`config.mk`:
```
export PLATFORM = sky130hd
export DESIGN_NAME = regfile_wb_arbiter
export DESIGN_NICKNAME = d
export VERILOG_FILES = /design/src/rtl/regfile_pkg.sv /design/src/rtl/md_result_fifo.sv /design/src/rtl/regfile_wb_arbiter.sv
export SDC_FILE = /design/constraint.sdc
export NUM_CORES = 1
export LEC_CHECK = 0
export ABC_AREA = 1
export CELL_PAD_IN_SITES_DETAIL_PLACEMENT = 1
export CELL_PAD_IN_SITES_GLOBAL_PLACEMENT = 2
export CORE_ASPECT_RATIO = 1.5
export CORE_MARGIN = 4
export CORE_UTILIZATION = 30
export CTS_CLUSTER_SIZE = 30
export DETAILED_ROUTE_END_ITERATION = 7
export PLACE_DENSITY_LB_ADDON = 0.1
export REMOVE_ABC_BUFFERS = 1
export SLEW_MARGIN = 10
export SYNTH_ARGS = -nofsm -noshare
export SYNTH_HDL_FRONTEND = slang
export SYNTH_SLANG_ARGS = --single-unit
```
`constraint.sdc`:
```
create_clock -name clock -period 3 [get_ports clock]
set_input_delay 0.45 -clock clock [delete_from_list [all_inputs] [get_ports clock]]
set_output_delay 0.45 -clock clock [all_outputs]
set_load 0.02 [all_outputs]
```
`src/rtl/regfile_pkg.sv`:
```
// Shared constants and arbiter state encoding for the register-file write-port slice.
package regfile_pkg;
    localparam int DW_DEFAULT = 32;
    localparam int AW_DEFAULT = 5;
    localparam int NUM_REGS   = 32;
    localparam int REG_ZERO   = 0;
    localparam int REG_STATUS = 30;

    typedef enum logic {
        ST_NORMAL = 1'b0,
        ST_FORCE  = 1'b1
    } arb_state_t;
endpackage

```
`src/rtl/md_result_fifo.sv`:
```
// Small count-based FIFO holding late multdiv results ({reg, data}) until the write port is free.
module md_result_fifo #(
    parameter int W     = 37,
    parameter int DEPTH = 4
) (
    input  logic         clock,
    input  logic         ctrl_reset,
    input  logic         push,
    input  logic         pop,
    input  logic [W-1:0] wdata,
    output logic [W-1:0] rdata,
    output logic         full,
    output logic         empty
);
    localparam int PW = $clog2(DEPTH);

    logic [W-1:0]  mem [DEPTH];
    logic [PW-1:0] wr_ptr;
    logic [PW-1:0] rd_ptr;
    logic [PW:0]   count;
    logic          do_push;
    logic          do_pop;

    assign full    = (count == (PW+1)'(DEPTH));
    assign empty   = (count == '0);
    assign do_push = push && !full;
    assign do_pop  = pop && !empty;
    assign rdata   = mem[rd_ptr];

    // Power-of-two depth lets the pointers wrap naturally.
    always_ff @(posedge clock or posedge ctrl_reset) begin
        if (ctrl_reset) begin
            wr_ptr <= '0;
            rd_ptr <= '0;
            count  <= '0;
        end else begin
            if (do_push) wr_ptr <= wr_ptr + 1'b1;
            if (do_pop)  rd_ptr <= rd_ptr + 1'b1;
            case ({do_push, do_pop})
                2'b10:   count <= count + 1'b1;
                2'b01:   count <= count - 1'b1;
                default: count <= count;
            endcase
        end
    end

    always_ff @(posedge clock) begin
        if (do_push) mem[wr_ptr] <= wdata;
    end
endmodule

```
`src/rtl/regfile_wb_arbiter.sv`:
```
// Arbitrates the single regfile write port between pipeline writeback and queued multdiv
// results, with a starvation escape and a busy scoreboard for hazard detection.
module regfile_wb_arbiter
    import regfile_pkg::*;
#(
    parameter int DW           = DW_DEFAULT,
    parameter int AW           = AW_DEFAULT,
    parameter int MD_DEPTH     = 4,
    parameter int STARVE_LIMIT = 8
) (
    input  logic                clock,
    input  logic                ctrl_reset,
    input  logic                wb_valid,
    input  logic [AW-1:0]       wb_reg,
    input  logic [DW-1:0]       wb_data,
    output logic                wb_stall,
    input  logic                md_issue,
    input  logic [AW-1:0]       md_issue_reg,
    input  logic                md_valid,
    input  logic [AW-1:0]       md_reg,
    input  logic [DW-1:0]       md_data,
    output logic                md_ready,
    output logic [NUM_REGS-1:0] busy_mask,
    output logic                rf_we,
    output logic [AW-1:0]       rf_reg,
    output logic [DW-1:0]       rf_data
);
    localparam int SW = $clog2(STARVE_LIMIT) + 1;

    arb_state_t    state;
    arb_state_t    state_next;
    logic [SW-1:0] starve_cnt;

    logic          fifo_push;
    logic          fifo_pop;
    logic          fifo_full;
    logic          fifo_empty;
    logic [AW+DW-1:0] fifo_head;
    logic [AW-1:0] head_reg;
    logic [DW-1:0] head_data;

    logic          grant_force;
    logic          grant_wb;
    logic          grant_md;
    logic          md_blocked;
    logic          force_entry;
    logic [NUM_REGS-1:0] busy_next;

    // r0 results are acknowledged but never stored.
    assign md_ready  = !fifo_full;
    assign fifo_push = md_valid && md_ready && (md_reg != AW'(REG_ZERO));
    assign fifo_pop  = grant_force || grant_md;
    assign head_reg  = fifo_head[AW+DW-1:DW];
    assign head_data = fifo_head[DW-1:0];

    md_result_fifo #(
        .W     (AW + DW),
        .DEPTH (MD_DEPTH)
    ) u_md_fifo (
        .clock      (clock),
        .ctrl_reset (ctrl_reset),
        .push       (fifo_push),
        .pop        (fifo_pop),
        .wdata      ({md_reg, md_data}),
        .rdata      (fifo_head),
        .full       (fifo_full),
        .empty      (fifo_empty)
    );

    assign grant_force = (state == ST_FORCE) && !fifo_empty;
    assign grant_wb    = !grant_force && wb_valid && (wb_reg != AW'(REG_ZERO));
    assign grant_md    = !grant_force && !grant_wb && !fifo_empty;
    assign md_blocked  = grant_wb && !fifo_empty;
    assign force_entry = (state == ST_NORMAL) && (state_next == ST_FORCE);

    always_ff @(posedge clock or posedge ctrl_reset) begin
        if (ctrl_reset) state <= ST_NORMAL;
        else            state <= state_next;
    end

    always_comb begin
        state_next = state;
        case (state)
            ST_NORMAL: if (md_blocked && starve_cnt == SW'(STARVE_LIMIT - 1)) state_next = ST_FORCE;
            ST_FORCE:  state_next = ST_NORMAL;
            default:   state_next = ST_NORMAL;
        endcase
    end

    always_comb begin
        wb_stall = (state == ST_FORCE);
        rf_we    = 1'b0;
        rf_reg   = '0;
        rf_data  = '0;
        if (fifo_pop) begin
            rf_we   = 1'b1;
            rf_reg  = head_reg;
            rf_data = head_data;
        end else if (grant_wb) begin
            rf_we   = 1'b1;
            rf_reg  = wb_reg;
            rf_data = wb_data;
        end
    end

    // Counts consecutive cycles the FIFO head lost the port to the pipeline.
    always_ff @(posedge clock or posedge ctrl_reset) begin
        if (ctrl_reset)      starve_cnt <= '0;
        else if (force_entry) starve_cnt <= '0;
        else if (md_blocked) starve_cnt <= starve_cnt + 1'b1;
        else if (fifo_pop)   starve_cnt <= '0;
    end

    // A new issue to a register wins over the retirement of its older result.
    always_comb begin
        busy_next = busy_mask;
        for (int i = 0; i < NUM_REGS; i++) begin
            if (fifo_pop && head_reg == AW'(i))
                busy_next[i] = 1'b0;
            if (md_issue && md_issue_reg == AW'(i) && i != REG_ZERO)
                busy_next[i] = 1'b1;
        end
    end

    always_ff @(posedge clock or posedge ctrl_reset) begin
        if (ctrl_reset) busy_mask <= '0;
        else            busy_mask <= busy_next;
    end
endmodule

```
After elaboration in Yosys (flattened, before gate mapping). Memories as Yosys holds them, arrays and structs flattened. Cells that the tools add are included.

Register bits after elaboration: 43. RAM bits: 148. Output and inout port bits: 72. Logic and storage cells: 300. Memories kept: 1.

$add $sub $neg: 5. Eq/ne operators: 66. Muxes and demuxes: 76. Bitwise gates (word level): 1. Reductions and logical operators: 115.

Memories: u_md_fifo.mem (depth 4, width 37, read ports 1, clocked after Yosys merged registers in 0, wr ports 1, line md_result_fifo.sv:17) `logic [W-1:0] mem [DEPTH];`.

Operators with widths (count): $eq A5 B5 Y1 const B (32); $eq A5 B4 Y1 const B (16); $logic_and A1 B1 Y1 (74); $mux W1 (67); $mux W32 (2); $reduce_bool A2 Y1 (32); $eq A5 B3 Y1 const B (8); $eq A5 B2 Y1 const B (4); $mux W4 (3); $eq A5 B1 Y1 const B (2); $mux W5 (2); $reduce_bool A5 Y1 (2); $pmux W3 S2 (1); $add A2 B1 Y2 const B (2); $add A4 B1 Y4 const B (1); $eq A4 B3 Y1 const B (1); $logic_not A1 Y1 (4); $add A3 B1 Y3 const B (1); $eq A3 B3 Y1 const B (1); $logic_not A3 Y1 (1); $reduce_bool A3 Y1 (1); $sub A3 B1 Y3 const B (1); $eq A2 B1 Y1 const B (1); $eq A2 B2 Y1 const B (1); 3 further kinds (3).

Logic depth before layout (Yosys ltp). Gate-level depths: netlist (run 1).

Depth after elaboration: 13. Mapped depth: 13.

Hierarchy. A second synthesis (run 1) with hierarchy kept.

Cell total of the unflattened synthesis: 917. Area, all modules: 8902.3 um^2.

By module, submodules not included: md_result_fifo (instances 1, cells each 494, area an instance 6348.6 um^2); regfile_wb_arbiter (instances 1, cells each 423, area an instance 2553.7 um^2).

Worst setup path after synthesis (run 1). No wires, ideal clock.

Path kind: reg2reg. Start: register u_md_fifo.count[0]. End: memory u_md_fifo.mem[0][0] (enable). Setup time: 431 ps. Arrival: 2522 ps. Data required time: 2569 ps. Setup slack: 46 ps. Cell stages (with the launch flop): 5. Buffers on the path: 0. Path through: dfrtp_1 -> inv_2 -> nand3_1 -> nand3_1 -> nor2_1.

Longest elaborated chain between the ends: 7.

Ends and longest elaborated chain: start, declared (line md_result_fifo.sv:20) `logic [PW:0] count;`; start signal, assigned (line md_result_fifo.sv:40) `2'b10: count <= count + 1'b1;`; start signal, assigned (line md_result_fifo.sv:41) `2'b01: count <= count - 1'b1;`; start signal, assigned (line md_result_fifo.sv:42) `default: count <= count;`; $eq A3 B3 Y1 (*) (line md_result_fifo.sv:24) `assign full = (count == (PW+1)'(DEPTH));`; $logic_not A1 Y1 (*) (line regfile_wb_arbiter.sv:50) `assign md_ready = !fifo_full;`; via md_ready (line regfile_wb_arbiter.sv:22) `output logic md_ready,`; $logic_and A1 B1 Y1 (2 in a row) (line regfile_wb_arbiter.sv:51) `assign fifo_push = md_valid && md_ready && (md_reg != AW'(REG_ZERO));`; $logic_and A1 B1 Y1 (*) (line md_result_fifo.sv:26) `assign do_push = push && !full;`; $mux W1 (*) (line md_result_fifo.sv:48) `if (do_push) mem[wr_ptr] <= wdata;`; $mux W1 (implied by the code) (*) (line md_result_fifo.sv:48); end, declared (line md_result_fifo.sv:17).

The timed path passes the listed nets; every way through them passes the cells marked *.

Final worst setup path (run 1).
Start: input wb_reg[0]. End: output rf_reg[3].

Longest elaborated chain between the ends: 7. Elaborated cells between the ends (all ways): 8.

Ends and longest elaborated chain: start, declared (line regfile_wb_arbiter.sv:14) `input logic [AW-1:0] wb_reg,`; $reduce_bool A5 Y1 (*) (line regfile_wb_arbiter.sv:71) `assign grant_wb = !grant_force && wb_valid && (wb_reg != AW'(REG_ZERO));`; $logic_and A1 B1 Y1 (*) (line regfile_wb_arbiter.sv:71); $logic_not A1 Y1 (line regfile_wb_arbiter.sv:72) `assign grant_md = !grant_force && !grant_wb && !fifo_empty;`; $logic_and A1 B1 Y1 (2 in a row) (line regfile_wb_arbiter.sv:72); $logic_or A1 B1 Y1 (line regfile_wb_arbiter.sv:52) `assign fifo_pop = grant_force || grant_md;`; $mux W5 (*) (line regfile_wb_arbiter.sv:95) `if (fifo_pop) begin`; end, declared (line regfile_wb_arbiter.sv:25) `output logic [AW-1:0] rf_reg,`.

Every way passes the cells marked *; elsewhere a longest branch is shown, timed or not.

==> impl_results.md, run 1 <==
- Max-Cap Viols: 0
- Setup TNS: 0 ps
- GPL Wtd Cong: 0.718
- Pleak: 0.00459 uW
- Clock Skew: 9.11 ps
- Req. time, crit path: 2550 ps
- Post-CTS Hold Buffers: 0
- GRT Total Usage: 15.2%
- Clock root buffer: clkbuf_16
- Critical path type: in2out
- Cell taking the most area after synthesis: edfxtp_1
- Clock network fraction of design power: 19.5%
- Final net count: 1058
- Die area: 0.0307 mm^2
- Critical Path Source Type: input port
- Pwr/cell area: 948 mW/mm^2
- Area Overhead vs Synth: 32.3%
- Worst skew pair latency: 430 ps
- Final Slew Violations: 0
- Seq/Total Area, Yosys: 65.9%
- Comb power frac: 44.0%
- CTS Sinks: 191
- Register area: 0.00552 mm^2
- Multi-input gate area: 0.00243 mm^2
- Total CTS buffers: 17
- I/O Buffers: 154
- Core area: 0.0274 mm^2
- Mean routed wirelength per cell: 17.5 um
- Sw Share: 39.1%
- First-pass GRT wire length: 35700 um
- Finish-stage setup viols: 0
- Die span in x: 144 um
- Drt total wl: 23100 um
- Worst Hold Slack: 313 ps
- Bufs on Longest Clock Path: 2
- Commonest cells in the netlist: nand2_1 (196), edfxtp_1 (148), nor2_1 (113)
- Detailed Place HPWL: 15900 um
- CP max FO: 7
- Antenna diode count: 0
- Final hold viol count: 0
- Worst setup EP type: output pin
- Finished Layout Cells: 1322
- Syn Inst Count: 806
- Reg power frac: 36.4%
- F_max: 356 MHz
- EDFF count, synth: 148
- Vias/cell: 4.64
- Top FF cell, synth: edfxtp_1
- Least-Margin Pin Slew: 586 ps
- Pint: 6400 uW
- Status: finished clean
- Slew HR: 60.9%
- DRT antenna net count: 0
- Drt initial violations: 223
- Drt pass-1 iters: 4
- GR Overflow Total: 0
- Cell Area, Synth: 0.00838 mm^2
- Largest net degree at the start of global routing: 77
- H-tree Lvls: 4
- Crit path arrival time: 2360 ps
- Most common cell in the synthesized netlist: nand2_1
- Top-Level Pins: 156
- DR DRC count: 0
- Tcrit/Tclk final: 93.6%
- Flops & latches, synth: 191
- Yosys Warn Count: 0
- Dpl cells: 1289
- Top-area cell type share of the netlist area: 53.1%
- RSZ-0062 raised after global routing: false
- Die Height: 213 um
- Antenna violations before repair: 0
- Synth area leaders: edfxtp_1 (53%), dfrtp_1 (13%), nand2_1 (8.8%), o21ai_0 (5.3%), nor2_1 (5.1%)
- Vias in the first global route: 6622
- Min-Delay Path Class: in2async
- Synthesized area per cell: 10.4 um^2
- Yosys cell types: 28
- Net Switching: 4100 uW
- CTS tree: done
- Filler cell count: 3033
- Maximum vdd drop: 0.000405 V
- Final worst path period need: 2810 ps
- Asr flop ratio synth: 22.5%
- Fraction of layout cells with a size suffix above 1: 8.37%
- Initial core utilization: 30.6%
- Clock-pin slew on the worst setup and hold paths: 70 ps
- Via count: 6134
- Site Rows: 74
[metrics by stage]
step,setup WS (ps),utilization (%),cell area (um^2),total power [uW]
2_1_floorplan,-236,-,8150,6350
6_report,191,40.4,11100,10500
4_1_cts,41.6,40.0,11000,10700
3_3_place_gp,71.1,38.0,10400,8560
3_5_place_dp,45.8,38.0,10400,8600
5_1_grt,60.0,40.4,11100,11300
[path summary, 6_finish.rpt]
kind	start	to	slack (ps)	cells after the start
setup / recovery	wb_reg[0]	rf_reg[3]	190	8
hold / removal	ctrl_reset	busy_mask[20]	310	2
setup reg to reg	u_md_fifo.count[0]	u_md_fifo.count[2]	730	13
hold reg to reg	busy_mask[16]	busy_mask[16]	480	2
max in group asynchronous	ctrl_reset	busy_mask[27]	2090	3
min in group clock	busy_mask[16]	busy_mask[16]	480	2
[flip-flops by register name (all words and copies together) (netlist names)]
| signal | count |
|---|---|
| u_md_fifo.mem | 148 |
| busy_mask | 31 |
| starve_cnt | 4 |
| u_md_fifo.count | 3 |
| u_md_fifo.rd_ptr | 2 |
| u_md_fifo.wr_ptr | 2 |
| wb_stall | 1 |
[what timing repair did]
item,4_1_cts,5_1_grt
endpoints found under the hold margin,0,0
buffers inserted,0,0
gates resized for setup,1,37
setup endpoints to repair,4,34
cloned,0,1
[cells by family after synthesis]
| kind of cell | Yosys count | synth area share, % |
|---|---|---|
| xor+xnor | 6 | 0.627 |
| other cells | 1 | 0.0448 |
| simple gates | 362 | 18.0 |
| fa+ha+maj | 7 | 1.14 |
| flops | 191 | 65.9 |
| buf+inv | 100 | 5.48 |
| compound gates | 139 | 8.83 |
[power groups by stage]
| stage | Sequential, uW | Clock (uW) | Combinational [uW] |
|---|---|---|---|
| 5_1_grt | 3890 | 2250 | 5140 |
| 3_3_place_gp | 3860 | 0 | 4700 |
| 4_1_cts | 3820 | 2110 | 4750 |
| 2_1_floorplan | 4220 | 0 | 2140 |
| 6_report | 3830 | 2050 | 4620 |
| 3_5_place_dp | 3870 | 0 | 4730 |
[critical path, stage by stage]
cell,delay (ps)
clkdlybuf4s50_1,430
nor2_1,150
nand3_1,160
nand3_4,140
nand2_4,50
buf_4,180
o21ai_0,170
clkdlybuf4s50_1,630
[cells in the final DEF (no fill, tap or decap), types with 2 or more instances in the layout]
| cell | synthesis | final |
|---|---|---|
| a21oi_1 | 3 | 3 |
| buf_12 | 0 | 6 |
| buf_4 | 7 | 18 |
| clkbuf_1 | 15 | 4 |
| clkbuf_16 | 0 | 18 |
| clkbuf_8 | 0 | 2 |
| clkdlybuf4s50_1 | 0 | 119 |
| clkinv_2 | 0 | 2 |
| clkinvlp_4 | 0 | 6 |
| dfrtp_1 | 43 | 42 |
| dlymetal6s2s_1 | 0 | 35 |
| edfxtp_1 | 148 | 148 |
| ha_1 | 6 | 6 |
| inv_1 | 57 | 56 |
| inv_2 | 5 | 4 |
| inv_6 | 0 | 2 |
| nand2_1 | 196 | 196 |
| nand2_2 | 9 | 9 |
| nand2_4 | 3 | 3 |
| nand3_1 | 32 | 32 |
| nand3_4 | 2 | 2 |
| nand4_1 | 2 | 2 |
| nor2_1 | 113 | 109 |
| nor2_4 | 0 | 4 |
| o21ai_0 | 89 | 89 |
| o21ai_1 | 12 | 12 |
| o22ai_1 | 35 | 35 |
| or2_2 | 2 | 2 |
| xor2_1 | 5 | 5 |
[layout make-up]
| class | count | area share, % |
|---|---|---|
| Tap cell | 342 | 3.86 |
| Multi-Input combinational cell | 515 | 21.9 |
| Clock inverter | 9 | 0.576 |
| Sequential cell | 191 | 49.8 |
| Clock buffer | 23 | 4.22 |
| Inverter | 62 | 2.15 |
| Timing Repair Buffer | 180 | 17.5 |
[routing by layer]
layer,vias up,wire length (um),track usage (%)
li1,3033,-,-
met5,-,0,0
met4,0,234,3.77
met1,2975,9400,17.3
met3,15,799,3.33
met2,111,12600,28.6
(Power assumes the default switching activity.)
==> run 2: changes to the inputs <==
--- a/config.mk
+++ b/config.mk
@@ -13,6 +13,7 @@
 export CORE_UTILIZATION = 30
 export CTS_CLUSTER_SIZE = 30
 export DETAILED_ROUTE_END_ITERATION = 7
+export GPL_TIMING_DRIVEN = 1
 export PLACE_DENSITY_LB_ADDON = 0.1
 export REMOVE_ABC_BUFFERS = 1
 export SLEW_MARGIN = 10
==> results of run 2 <==
No change in the layout: final DEF, timing and power equal those of run 1.
